## src/rtl/lsq_retire_queue.sv

```systemverilog
// Retire-decision queue: buffers LSQ retire bundles, decodes the head bundle into per-slot retire vectors.
// One-cycle retire latency (registered outputs); a full queue drops pushes unless a pop frees a slot, and latches sticky ovf.
module lsq_retire_queue #(
    parameter int LANES = 6,
    parameter int SLOTS = 10,
    parameter int DEPTH = 4,
    parameter int IIW   = 6,
    parameter int EXW   = 4,
    parameter int SHRW  = 8,
    localparam int PW   = $clog2(DEPTH),
    localparam int CW   = $clog2(DEPTH + 1)
) (
    input  logic                  clk,
    input  logic                  rst,
    input  logic                  in_en,
    input  logic [LANES-1:0]      in_ret_mask,
    input  logic [LANES-1:0]      in_excpt,
    input  logic [LANES-1:0]      in_ld_confl,
    input  logic [LANES-1:0]      in_wait_confl,
    input  logic [4*LANES-1:0]    in_slot,
    input  logic [EXW*LANES-1:0]  in_exbits,
    input  logic [IIW-1:0]        in_II,
    input  logic                  in_thread,
    input  logic [SHRW-1:0]       in_shr,
    output logic                  in_full,
    input  logic [IIW-1:0]        cntrl_II,
    input  logic                  doRetire,
    input  logic                  bStall,
    input  logic                  except,
    input  logic                  except_thread,
    output logic                  retire_valid,
    output logic [SLOTS-1:0]      retire_en,
    output logic [SLOTS-1:0]      retire_fine,
    output logic [SLOTS-1:0]      retire_ldconfl,
    output logic [SLOTS-1:0]      retire_waitconfl,
    output logic [SLOTS-1:0]      retire_except,
    output logic [EXW*SLOTS-1:0]  retire_exbits,
    output logic [IIW-1:0]        retire_II,
    output logic                  retire_thread,
    output logic [SHRW-1:0]       retire_shr,
    output logic [IIW-1:0]        head_II,
    output logic                  empty,
    output logic [CW-1:0]         count,
    output logic                  ovf
);

    typedef struct packed {
        logic [LANES-1:0]     ret_mask;
        logic [LANES-1:0]     excpt;
        logic [LANES-1:0]     ld_confl;
        logic [LANES-1:0]     wait_confl;
        logic [4*LANES-1:0]   slot;
        logic [EXW*LANES-1:0] exbits;
        logic [IIW-1:0]       ii;
        logic                 thread;
        logic [SHRW-1:0]      shr;
    } entry_t;

    entry_t           mem [DEPTH];
    logic [DEPTH-1:0] live;
    logic [PW-1:0]    wr_ptr;
    logic [PW-1:0]    rd_ptr;

    entry_t head;
    logic   full;
    logic   retire_pop;
    logic   drain_pop;
    logic   pop;
    logic   push;
    entry_t in_entry;

    assign head    = mem[rd_ptr];
    assign full    = (count == CW'(DEPTH));
    assign empty   = (count == '0);
    assign in_full = full;
    assign head_II = empty ? '0 : head.ii;

    assign retire_pop = !empty && live[rd_ptr] && doRetire && !bStall && !except
                        && (cntrl_II == head.ii);
    assign drain_pop  = !empty && !live[rd_ptr];
    assign pop        = retire_pop || drain_pop;
    assign push       = in_en && (!full || pop);

    assign in_entry = '{ret_mask:   in_ret_mask,
                        excpt:      in_excpt,
                        ld_confl:   in_ld_confl,
                        wait_confl: in_wait_confl,
                        slot:       in_slot,
                        exbits:     in_exbits,
                        ii:         in_II,
                        thread:     in_thread,
                        shr:        in_shr};

    // Payload storage needs no reset: only entries below count are ever observed.
    always_ff @(posedge clk) begin
        if (push) begin
            mem[wr_ptr] <= in_entry;
        end
    end

    always_ff @(posedge clk) begin
        if (rst) begin
            live   <= '0;
            wr_ptr <= '0;
            rd_ptr <= '0;
            count  <= '0;
            ovf    <= 1'b0;
        end else begin
            if (pop) begin
                live[rd_ptr] <= 1'b0;
                rd_ptr       <= rd_ptr + PW'(1);
            end
            if (except) begin
                for (int i = 0; i < DEPTH; i++) begin
                    if (mem[i].thread == except_thread) begin
                        live[i] <= 1'b0;
                    end
                end
            end
            // Written last so a same-cycle flush marks the new entry dead on arrival.
            if (push) begin
                live[wr_ptr] <= !(except && (in_thread == except_thread));
                wr_ptr       <= wr_ptr + PW'(1);
            end
            if (in_en && full && !pop) begin
                ovf <= 1'b1;
            end
            if (push && !pop) begin
                count <= count + CW'(1);
            end else if (pop && !push) begin
                count <= count - CW'(1);
            end
        end
    end

    logic [SLOTS-1:0]     dec_en;
    logic [SLOTS-1:0]     dec_except;
    logic [SLOTS-1:0]     dec_ld;
    logic [SLOTS-1:0]     dec_wait;
    logic [EXW*SLOTS-1:0] dec_exbits;
    logic                 hit;

    // Slot indices at or above SLOTS never match any k, so those lanes drop out.
    always_comb begin
        dec_en     = '0;
        dec_except = '0;
        dec_ld     = '0;
        dec_wait   = '0;
        dec_exbits = '0;
        hit        = 1'b0;
        for (int k = 0; k < SLOTS; k++) begin
            for (int j = 0; j < LANES; j++) begin
                hit = head.ret_mask[j] && (head.slot[4*j +: 4] == 4'(k));
                dec_en[k]     = dec_en[k]     | hit;
                dec_except[k] = dec_except[k] | (hit & head.excpt[j]);
                dec_ld[k]     = dec_ld[k]     | (hit & head.ld_confl[j]);
                dec_wait[k]   = dec_wait[k]   | (hit & head.wait_confl[j]);
                dec_exbits[EXW*k +: EXW] = dec_exbits[EXW*k +: EXW]
                                         | (head.exbits[EXW*j +: EXW] & {EXW{hit}});
            end
        end
    end

    always_ff @(posedge clk) begin
        if (rst || !retire_pop) begin
            retire_valid     <= 1'b0;
            retire_en        <= '0;
            retire_fine      <= '0;
            retire_ldconfl   <= '0;
            retire_waitconfl <= '0;
            retire_except    <= '0;
            retire_exbits    <= '0;
            retire_II        <= '0;
            retire_thread    <= 1'b0;
            retire_shr       <= '0;
        end else begin
            retire_valid     <= 1'b1;
            retire_en        <= dec_en;
            retire_fine      <= dec_en & ~dec_except & ~dec_ld & ~dec_wait;
            retire_ldconfl   <= dec_ld;
            retire_waitconfl <= dec_wait;
            retire_except    <= dec_except;
            retire_exbits    <= dec_exbits;
            retire_II        <= head.ii;
            retire_thread    <= head.thread;
            retire_shr       <= head.shr;
        end
    end

endmodule

```

## config.mk

```make
export PLATFORM = sky130hd
export DESIGN_NAME = lsq_retire_queue
export DESIGN_NICKNAME = d
export VERILOG_FILES = /design/src/rtl/lsq_retire_queue.sv
export SDC_FILE = /design/constraint.sdc
export NUM_CORES = 1
export LEC_CHECK = 0
export CORE_UTILIZATION = 40
export CTS_BUF_LIST = sky130_fd_sc_hd__clkbuf_16
export DETAILED_ROUTE_END_ITERATION = 12
export PLACE_DENSITY = 0.69
export SKIP_CTS_REPAIR_TIMING = 1
export SLEW_MARGIN = 20
export SYNTH_ARGS = -nofsm -noshare
export SYNTH_HDL_FRONTEND = slang
export SYNTH_SLANG_ARGS = --single-unit
```

## constraint.sdc

```tcl
create_clock -name clk -period 6.1 [get_ports clk]
set_input_delay 1.22 -clock clk [delete_from_list [all_inputs] [get_ports clk]]
set_output_delay 1.22 -clock clk [all_outputs]
set_load 0.05 [all_outputs]
```

=== Word level (Yosys, flattened, before mapping) ===
Memories as Yosys holds them, arrays and structs flattened. A register that Yosys moved wholly into a read port is not among the register bits.
Index checks and enable logic that the tools add are counted.
W data, S select, Z words.

* Logic and storage cells: 700
* Memories kept: 1
* RAM bits: 348
* Bits in latches: 0
* ROM bits: 0
* Bits in registers: 118
* Output and inout bits: 118

* Shift operators: 0
* $add $sub $neg: 4
* Multiplexer cells: 23
* Reduce and logical (&&, ||, !) cells: 94
* Div/mod/pow operators: 0
* $lt $le $gt $ge: 4
* Bitwise operators: 498
* Multipliers: 0
* Equality and inequality tests: 61

{| class="wikitable"
|+ Memories
! memory !! words !! width !! read ports !! clocked after memory_dff !! wr ports !! line !! text
|-
| mem || 4 || 87 || 5 || 1 || 1 || 59 || <nowiki>entry_t mem [DEPTH];</nowiki>
|}

{| class="wikitable"
|+ Operator list
! cell !! count
|-
| $and A4 B4 Y4 || 61
|-
| $or A1 B1 Y1 || 200
|-
| $or A4 B4 Y4 || 50
|-
| $and A1 B1 Y1 || 180
|-
| $eq A4 B3 Y1 const B || 24
|-
| $logic_and A1 B1 Y1 || 74
|-
| $eq A4 B2 Y1 const B || 12
|-
| $eq A4 B4 Y1 const B || 12
|-
| $and A10 B10 Y10 || 3
|-
| $not A10 Y10 || 3
|-
| $eq A4 B1 Y1 const B || 6
|-
| $logic_not A4 Y1 || 6
|-
| $mux W4 || 4
|-
| $mux W1 || 10
|-
| $logic_not A1 Y1 || 9
|-
| $eq A6 B6 Y1 || 1
|-
| $lt A2 B3 Y1 const B || 2
|-
| $mux W3 || 2
|-
| $mux W6 || 1
|-
| $eq A1 B1 Y1 || 5
|-
| $add A2 B1 Y2 const B || 2
|-
| $bwmux W4 || 1
|-
| $demux W1 S2 || 2
|-
| $ge A2 B1 Y1 const B || 2
|-
| other kinds (9) || 12
|}

=== Longest topological paths before layout ===
Gate-level depths: netlist of run 1.

* Depth after elaboration: 14
* Mapped depth: 13

=== Worst setup path after synthesis of run 1 ===
Ideal clock, no wire load.

* Path type: register to register
* Start point: register count[0]
* End point: register live[0]
* Buffers on the path: 0
* Cell stages (with the launch flop): 7
* Data arrival time: 4.605 ns
* Period minus slack after synthesis: 4.732 ns
* Slack: 1.368 ns
* Path through: dfxtp_1 nor3_1 and4b_1 nand4_1 o21ai_1 and2_1 mux2_2

* Elaborated cells between the ends (all ways): 19
* Classes of those cells: 1 x eq/ne; 6 x mux; 12 x reduce/logical

{| class="wikitable"
|+ RTL lines
! element !! line !! text
|-
| start, declared || 43 || <nowiki>output logic [CW-1:0] count,</nowiki>
|-
| start signal, assigned || 129 || <nowiki>count <= count + CW'(1);</nowiki>
|-
| start signal, assigned || 131 || <nowiki>count <= count - CW'(1);</nowiki>
|-
| $logic_not A3 Y1 (*) || 74 || <nowiki>assign empty = (count == '0);</nowiki>
|-
| via empty || 42 || <nowiki>output logic empty,</nowiki>
|-
| $logic_not A1 Y1 (*) || 78, 80 ||
|-
| $logic_and A1 B1 Y1 (4 in a row) || 78 || <nowiki>assign retire_pop = !empty && live[rd_ptr] && doRetire && !bStall && !except</nowiki>
|-
| $logic_and A1 B1 Y1 || 79 || <nowiki>&& (cntrl_II == head.ii);</nowiki>
|-
| $logic_or A1 B1 Y1 (*) || 81 || <nowiki>assign pop = retire_pop || drain_pop;</nowiki>
|-
| $logic_or A1 B1 Y1 (*) || 82 || <nowiki>assign push = in_en && (!full || pop);</nowiki>
|-
| $logic_and A1 B1 Y1 (*) || 82 ||
|-
| via push || 69 || <nowiki>logic push;</nowiki>
|-
| $mux W4 (*) || 121 || <nowiki>if (push) begin</nowiki>
|-
| end signal, assigned by index || 122 || <nowiki>live[wr_ptr] <= !(except && (in_thread == except_thread));</nowiki>
|-
| end, declared || 60 || <nowiki>logic [DEPTH-1:0] live;</nowiki>
|}

Mark *: on every way through the listed nets, which the timed path passes. The rest lies on a longest branch. The select of a mux whose other input is x is not followed.
A chain may end at the register's enable or synchronous reset.

==> results.md, run 1 <==
- Status: finished clean
- Die area: roughly 51000 µm²
- Depth of the CTS H-tree: 2
- Die Ht: 225 µm
- Fin. Hold Viols: 0
- Buffers on Ports: between 200 and 250
- Final nets: between 1500 and 2000
- Ranking of synthesized cells by area: edfxtp_1, dfxtp_1, mux4_2
- Hold depth: 2
- Type of origin of the critical path: flop
- Final setup viols: 0
- Synth Instances: 1378
- Total number of vias: between 10000 and 15000
- Vias per cell: between 5 and 6
- WL per Instance: roughly 27 µm
- FF-to-FF setup slack: approximately 2100 ps
- Clock root buffer: clkbuf_16
- Setup TNS: 0 ps
- Largest net degree at the start of global routing: between 70 and 80
- Slew HR: between 20% and 30%
- Worst Max-Slew Pin Slew: 1070 ps
- Power Dens Cells: approximately 430 nW/µm²
- IO Count: ~220
- Clk_skew: around 10 ps
- Top Family by Delay on Critical Path: flip-flops
- Synth Register Bits: between 400 and 500
- Initial Utilization: between 40% and 50%
- GRT Total Usage: between 20% and 30%
- Hold path startpoint: count[2]
- Clock-pin slew on the worst setup and hold paths: about 60 ps
- Ratio of cells with drive above 1 in the final layout: between 10% and 20%
- Clock latency on the worst-skew pair: 570 ps
- Initial antenna violation count: 4
- DRT Pass-1 Iters: 7
- Final Non-Filler Cells: around 2300
- DRT iter0 DRCs: about 1600
- Number of antenna-violating nets in the routed design: 0
- Net count after synthesis: between 1000 and 1500
- Worst hold path class: reg2reg
- Hold Path End: count[2]
- Tmin final: 4270 ps
- Crit path kind: reg2out
- EDFF count, synth: 348
- Synth warnings: 0
- Peak VDD IR: 367 µV
- Top_reg_cell synth: edfxtp_1
- CP required: between 4000 and 5000 ps
- Lkg Pwr: 7.58 nW
- Syn_area_per_cell: 14.4 µm²
- Synth Cell Area: 19900 µm²
- Cts bufs inserted: 47
- CP Cell Sequence: mux2_2, o21ai_0, nor2_1, clkdlybuf4s50_1
- Distinct cells, synth: roughly 70
- Max-cap violations: 0
- Global route overflow: 0
- FMAX: between 0.2 and 0.25 GHz
- RSZ-0062 raised after global routing: false
- CTS max path bufs: 3
- Worst setup EP type: primary output
- R2r endpoint: retire_fine[5]
- Clock sink count: about 470
- Slowest-stage cell, CP: dfxtp_4
- Row count: a little over 80
- Final period util: 70.0%
- Die X: between 200 and 250 µm
- Vias in the first global route: 13709
- Drt drc: 0
- Worst reg2reg path depth: 6
- Area of the core: 49000 µm²
- Synth area leader: edfxtp_1
- DRT Wirelength: around 62 mm
- Placed insts: ~2200
- Worst Path Buf+Inv: 1
- Synth top area share: about 53%
- Hpwl dp: roughly 43 mm
- First-pass GRT wire length: 90.9 mm
- Register area share after synthesis: between 60 and 70%
- Crit path arrival time: about 3100 ps
- CTS tree: yes
- Synth async-reset ratio: 0%
- Synth-to-layout area growth: 21.4%
- Gp weighted congestion: around 1.0
- CP max FO: 63
- Slowest stage delay, CP: 930 ps
- Max Slew Vio Count: 0
-- registers in the layout (all words and copies together) (netlist names), named ones only --
register,cells
retire_valid,1
retire_fine,10
live,4
retire_II,6
retire_exbits,40
wr_ptr,2
rd_ptr,2
retire_ldconfl,10
count,3
ovf,1
mem,348
retire_shr,8
retire_waitconfl,10
retire_thread,1
retire_en,10
retire_except,10
-- layout make-up --
cell class / count / area (µm²)
clock buffers: 49 / 1230
repair buffers: 232 / 2350
diodes: 1 / 2.50
clock inverters: 39 / 279
multi-input cells: 818 / 6540
well taps: 664 / 831
inverters: 13 / 48.8
fillers: 4202 / 24800
flip-flops and latches: 468 / 12900
-- placed cells by master (no fill, tap or decap), types with 10 or more instances in the layout --
cell,instances
inv_1,20
a22oi_1,23
edfxtp_1,348
and2_4,10
dfxtp_1,118
xnor2_1,13
mux4_1,22
o22ai_1,97
a2111oi_0,10
o32ai_1,11
a222oi_1,15
buf_4,10
clkdlybuf4s50_1,217
nand2b_1,26
a21oi_1,52
a221oi_1,21
and2_1,23
nor3_1,34
clkinv_1,14
mux2i_1,10
or2_2,19
a31oi_1,17
mux4_2,65
nand3_1,12
nor2_1,144
nand2_1,75
clkbuf_16,49
mux2_2,11
-- cell families after synthesis --
logic type	Yosys count	share of synthesized area, %
flip-flops	468	64.6
AND/OR/NAND/NOR	406	10.3
AO/OA/AOI/OAI	279	9.82
multiplexers	108	11.4
buffers and inverters	92	2.55
XOR/XNOR	15	0.661
adder cells (fa/ha/maj)	10	0.667
-- where the power goes --
group	leakage [nW]	total, mW	internal [mW]	switching [mW]
Combinational	2.64	3.81	1.18	2.63
Sequential	4.16	3.87	3.68	0.187
Clock	0.773	2.77	1.59	1.18
-- Yosys cell counts (all sizes together), types with 6 or more instances --
library cell  number
edfxtp           348
nor2             149
dfxtp            120
o22ai             97
mux4              87
nand2             82
a21oi             52
buf               41
clkbuf            38
nor3              34
and2              33
nand2b            26
or2               26
a22oi             23
a221oi            21
a31oi             17
a222oi            15
inv               13
nand3             13
xnor2             13
a2111oi           11
mux2              11
o32ai             11
mux2i             10
nor2b             10
and4               9
ha                 9
o21ai              8
nand3b             6
-- worst min-delay path: stages, from the launching register on --
cell and delay [ps]:
dfxtp_1 340, o21ai_0 80, a21oi_1 60
-- per-stage QoR --
stage | hold slack [ps] | utilization [%] | area [µm²] | worst slack (ps) | total power, mW
after floorplan | 514 | - | 19900 | 1370 | 6.32
after global placement | 531 | 46.2 | 22600 | 1930 | 7.62
after detailed placement | 534 | 46.2 | 22600 | 1880 | 7.61
after CTS | 538 | 49.3 | 24100 | 1780 | 10.4
after global routing | 580 | 49.3 | 24100 | 1680 | 10.8
final | 531 | 49.3 | 24100 | 1830 | 10.5
-- layer usage --
layer | track usage, % | share of wire, %
met2 | 38.9 | 47
met1 | 32.8 | 40
met4 | 8.60 | 3.4
met5 | 0 | 0.064
met3 | 6.18 | 9.4
-- worst max path at each step --
stage          slack (ps)  cells after the start          to  startpoint
6_report             1830                      4  head_II[2]        flop
3_5_place_dp         1880                      7  mem[3][59]      except
4_1_cts              1780                      4  head_II[2]        flop
3_3_place_gp         1930                      7  mem[3][59]      except
2_1_floorplan        1370                      6     live[0]    count[0]
5_1_grt              1680                      4  head_II[5]        flop
Power figures use the tool's default switching activity.
==> run 2: changes to the inputs <==
Settings changed: PLACE_DENSITY 0.69 to 0.71.
Clock period 6.1 ns to 3.82 ns, I/O delays scaled along.
==> results.md, run 2 (synthesis results as in run 1) <==
- Vias in the first global route: 14011 (+2.2%)
- Gp weighted congestion: 0.982 (-1.5%)
- # fillers: 4089 (-2.7%)
- FF-to-FF setup slack: 290 ps (-1760 ps)
- Total number of vias: 14060 (+3.5%)
- Final Non-Filler Cells: 2357 (+3.2%)
- Drt drc: 0 (unchanged)
- Initial Utilization: 40.6% (unchanged)
- Buffers on Ports: 217 (unchanged)
- CP max FO: 30 (-52%)
- Fin worst setup slack: 287 ps (-1550 ps)
- Multi-input logic area: 6540 µm² (about the same)
- Initial antenna violation count: 8 (+4)
- CP required: 4340 ps (-540 ps)
- Flop pwr share: 35.1% (-1.9 points)
- Largest net degree at the start of global routing: 79 (unchanged)
- Depth of the CTS H-tree: 2 (unchanged)
- Die X: 225 µm (unchanged)
- First-pass GRT wire length: 93.7 mm (+3.0%)
- Combinational share of power: 39.7% (+3.2 points)
- CTS tree: yes
- Worst setup EP type: flop
- DRT iter0 DRCs: 1682 (+3.4%)
- Worst hold path class: reg2reg
- Area of the core: 49000 µm² (unchanged)
- Sequential cell area: 12900 µm² (unchanged)
- Vias per cell: 5.97 (+0.31%)
- Global route overflow: 0 (unchanged)
- GRT Total Usage: 25.6% (+1.1 points)
- Tmin final: ~3500 ps
- Max-cap violations: 0 (unchanged)
- Final nets: 1763 (+4.3%)
- Ratio of cells with drive above 1 in the final layout: 16.6% (+3.7 points)
- Dpl ws: 355 ps (-1520 ps)
- Final setup viols: 0 (unchanged)
- Clock root buffer: clkbuf_16
- Crit path kind: reg2reg
- Leading registers by flop count: mem x348, retire_exbits x40
- Hpwl dp: 46.8 mm (+8.8%)
- Number of antenna-violating nets in the routed design: 0 (unchanged)
- Row count: 81 (unchanged)
- Type of origin of the critical path: flop
- Max FFs per register: 348 (unchanged)
- Max Slew Vio Count: 0 (unchanged)
- Die area: 50600 µm² (unchanged)
- IO Count: 218 (unchanged)
- Sw frac: 38.7% (+0.44 points)
- Lkg Pwr: 7.94 nW (+4.8%)
- Clock-pin slew on the worst setup and hold paths: 60 ps (about the same)
- WL per Instance: 27.5 µm (+0.68%)
- FMAX: between 0.2 and 0.3 GHz
- Top reg by flops: mem
- Most common library cell in the layout ignoring fill and taps: edfxtp_1
- Most frequent cells in the layout: edfxtp_1, clkdlybuf4s50_1, nor2_1
- Synth-to-layout area growth: 24.6%
- Fin. Hold Viols: 0 (unchanged)
- Clk pwr share: 25.3% (-1.2 points)
- Placed insts: 2268 (+3.3%)
- DRT Wirelength: 64.7 mm (+3.9%)
- Clk_skew: 37.0 ps (+26.7 ps)
- Power Dens Cells: 698 nW/µm² (+61%)
- Status: finished clean
- Clock latency on the worst-skew pair: 620 ps (+50 ps)
- Cts bufs inserted: 47 (unchanged)
- Worst Max-Slew Pin Slew: 1060 ps (-3.68 ps)
- Clock sink count: 468 (unchanged)
- Die Ht: 225 µm (unchanged)
- Int Pwr: 10.6 mW (+64%)
- RSZ-0062 raised after global routing: false
- DRT Pass-1 Iters: 8 (+1)
- Slew HR: 29.1% (+2.1 points)
- Net Sw Power: 6.70 mW (+67%)
- Peak VDD IR: 546 µV (+49%)
- Crit path arrival time: 4060 ps (+1010 ps)
- CTS max path bufs: 3 (unchanged)
- Final period util: 92.5%
- Setup TNS: 0 ps (unchanged)
==> run 2: cell count changes in the layout (fill, tap and decap cells not counted), sizes merged <==
cell | before | now
inv | 25 | 26
clkinv | 24 | 22
diode | 1 | 2
bufinv | 3 | 2
clkbuf | 49 | 48
buf | 15 | 88
clkinvlp | 0 | 2
==> run 2: worst paths after layout <==
kind | start | end | cells after the start
worst max-delay path | flop | retire_fine[4] | 9
worst min-delay path | wr_ptr[1] | wr_ptr[1] | 2
worst max register to register | flop | retire_fine[4] | 9
worst min register to register | wr_ptr[1] | wr_ptr[1] | 2
==> run 2: stage by stage <==
| stage | util [%] | instance area [µm²] | hold WS (ps) | total power, mW |
|---|---|---|---|---|
| after floorplan | - | 19900 | 514 | 10.1 |
| after global placement | 47.6 | 23300 | 527 | 12.8 |
| final | 50.6 | 24800 | 560 | 17.3 |
| after detailed placement | 47.6 | 23300 | 554 | 12.8 |
| after CTS | 50.6 | 24800 | 561 | 17.2 |
| after global routing | 50.6 | 24800 | 566 | 17.8 |
==> run 2: cell type report <==
type	count	share of cell area, %
multi-input cells	818	26.4
clock buffers	48	4.85
inverters	13	0.197
repair buffers	305	12.1
clock inverters	39	1.11
flip-flops and latches	468	51.9
diodes	2	0.0202
well taps	664	3.35
==> run 2: power by group through the flow <==
stage	registers [mW]	clock network, mW	logic [mW]
global route	6.10	4.67	7.03
detailed placement	6.17	0	6.61
CTS	6.07	4.46	6.63
global placement	6.14	0	6.66
finish	6.06	4.37	6.86
floorplan	6.11	0	3.97
==> run 2: metal layers <==
| metal | track usage (%) | vias to the layer above | part of all wire (%) |
|---|---|---|---|
| li1 | - | 6025 | - |
| met1 | 34.3 | 6990 | 41 |
| met2 | 40.1 | 849 | 46 |
| met3 | 5.89 | 186 | 9.0 |
| met4 | 10.9 | 10 | 3.9 |
| met5 | 0 | - | 0.097 |
==> run 2: worst max-delay path: stages (launching register included) <==
cell and delay, ps:
dfxtp_4 600, buf_12 290, mux4_2 600, or2_1 410, buf_4 240, nor2_1 320
nor4_1 110, buf_4 160, a21oi_1 380, and4_1 280
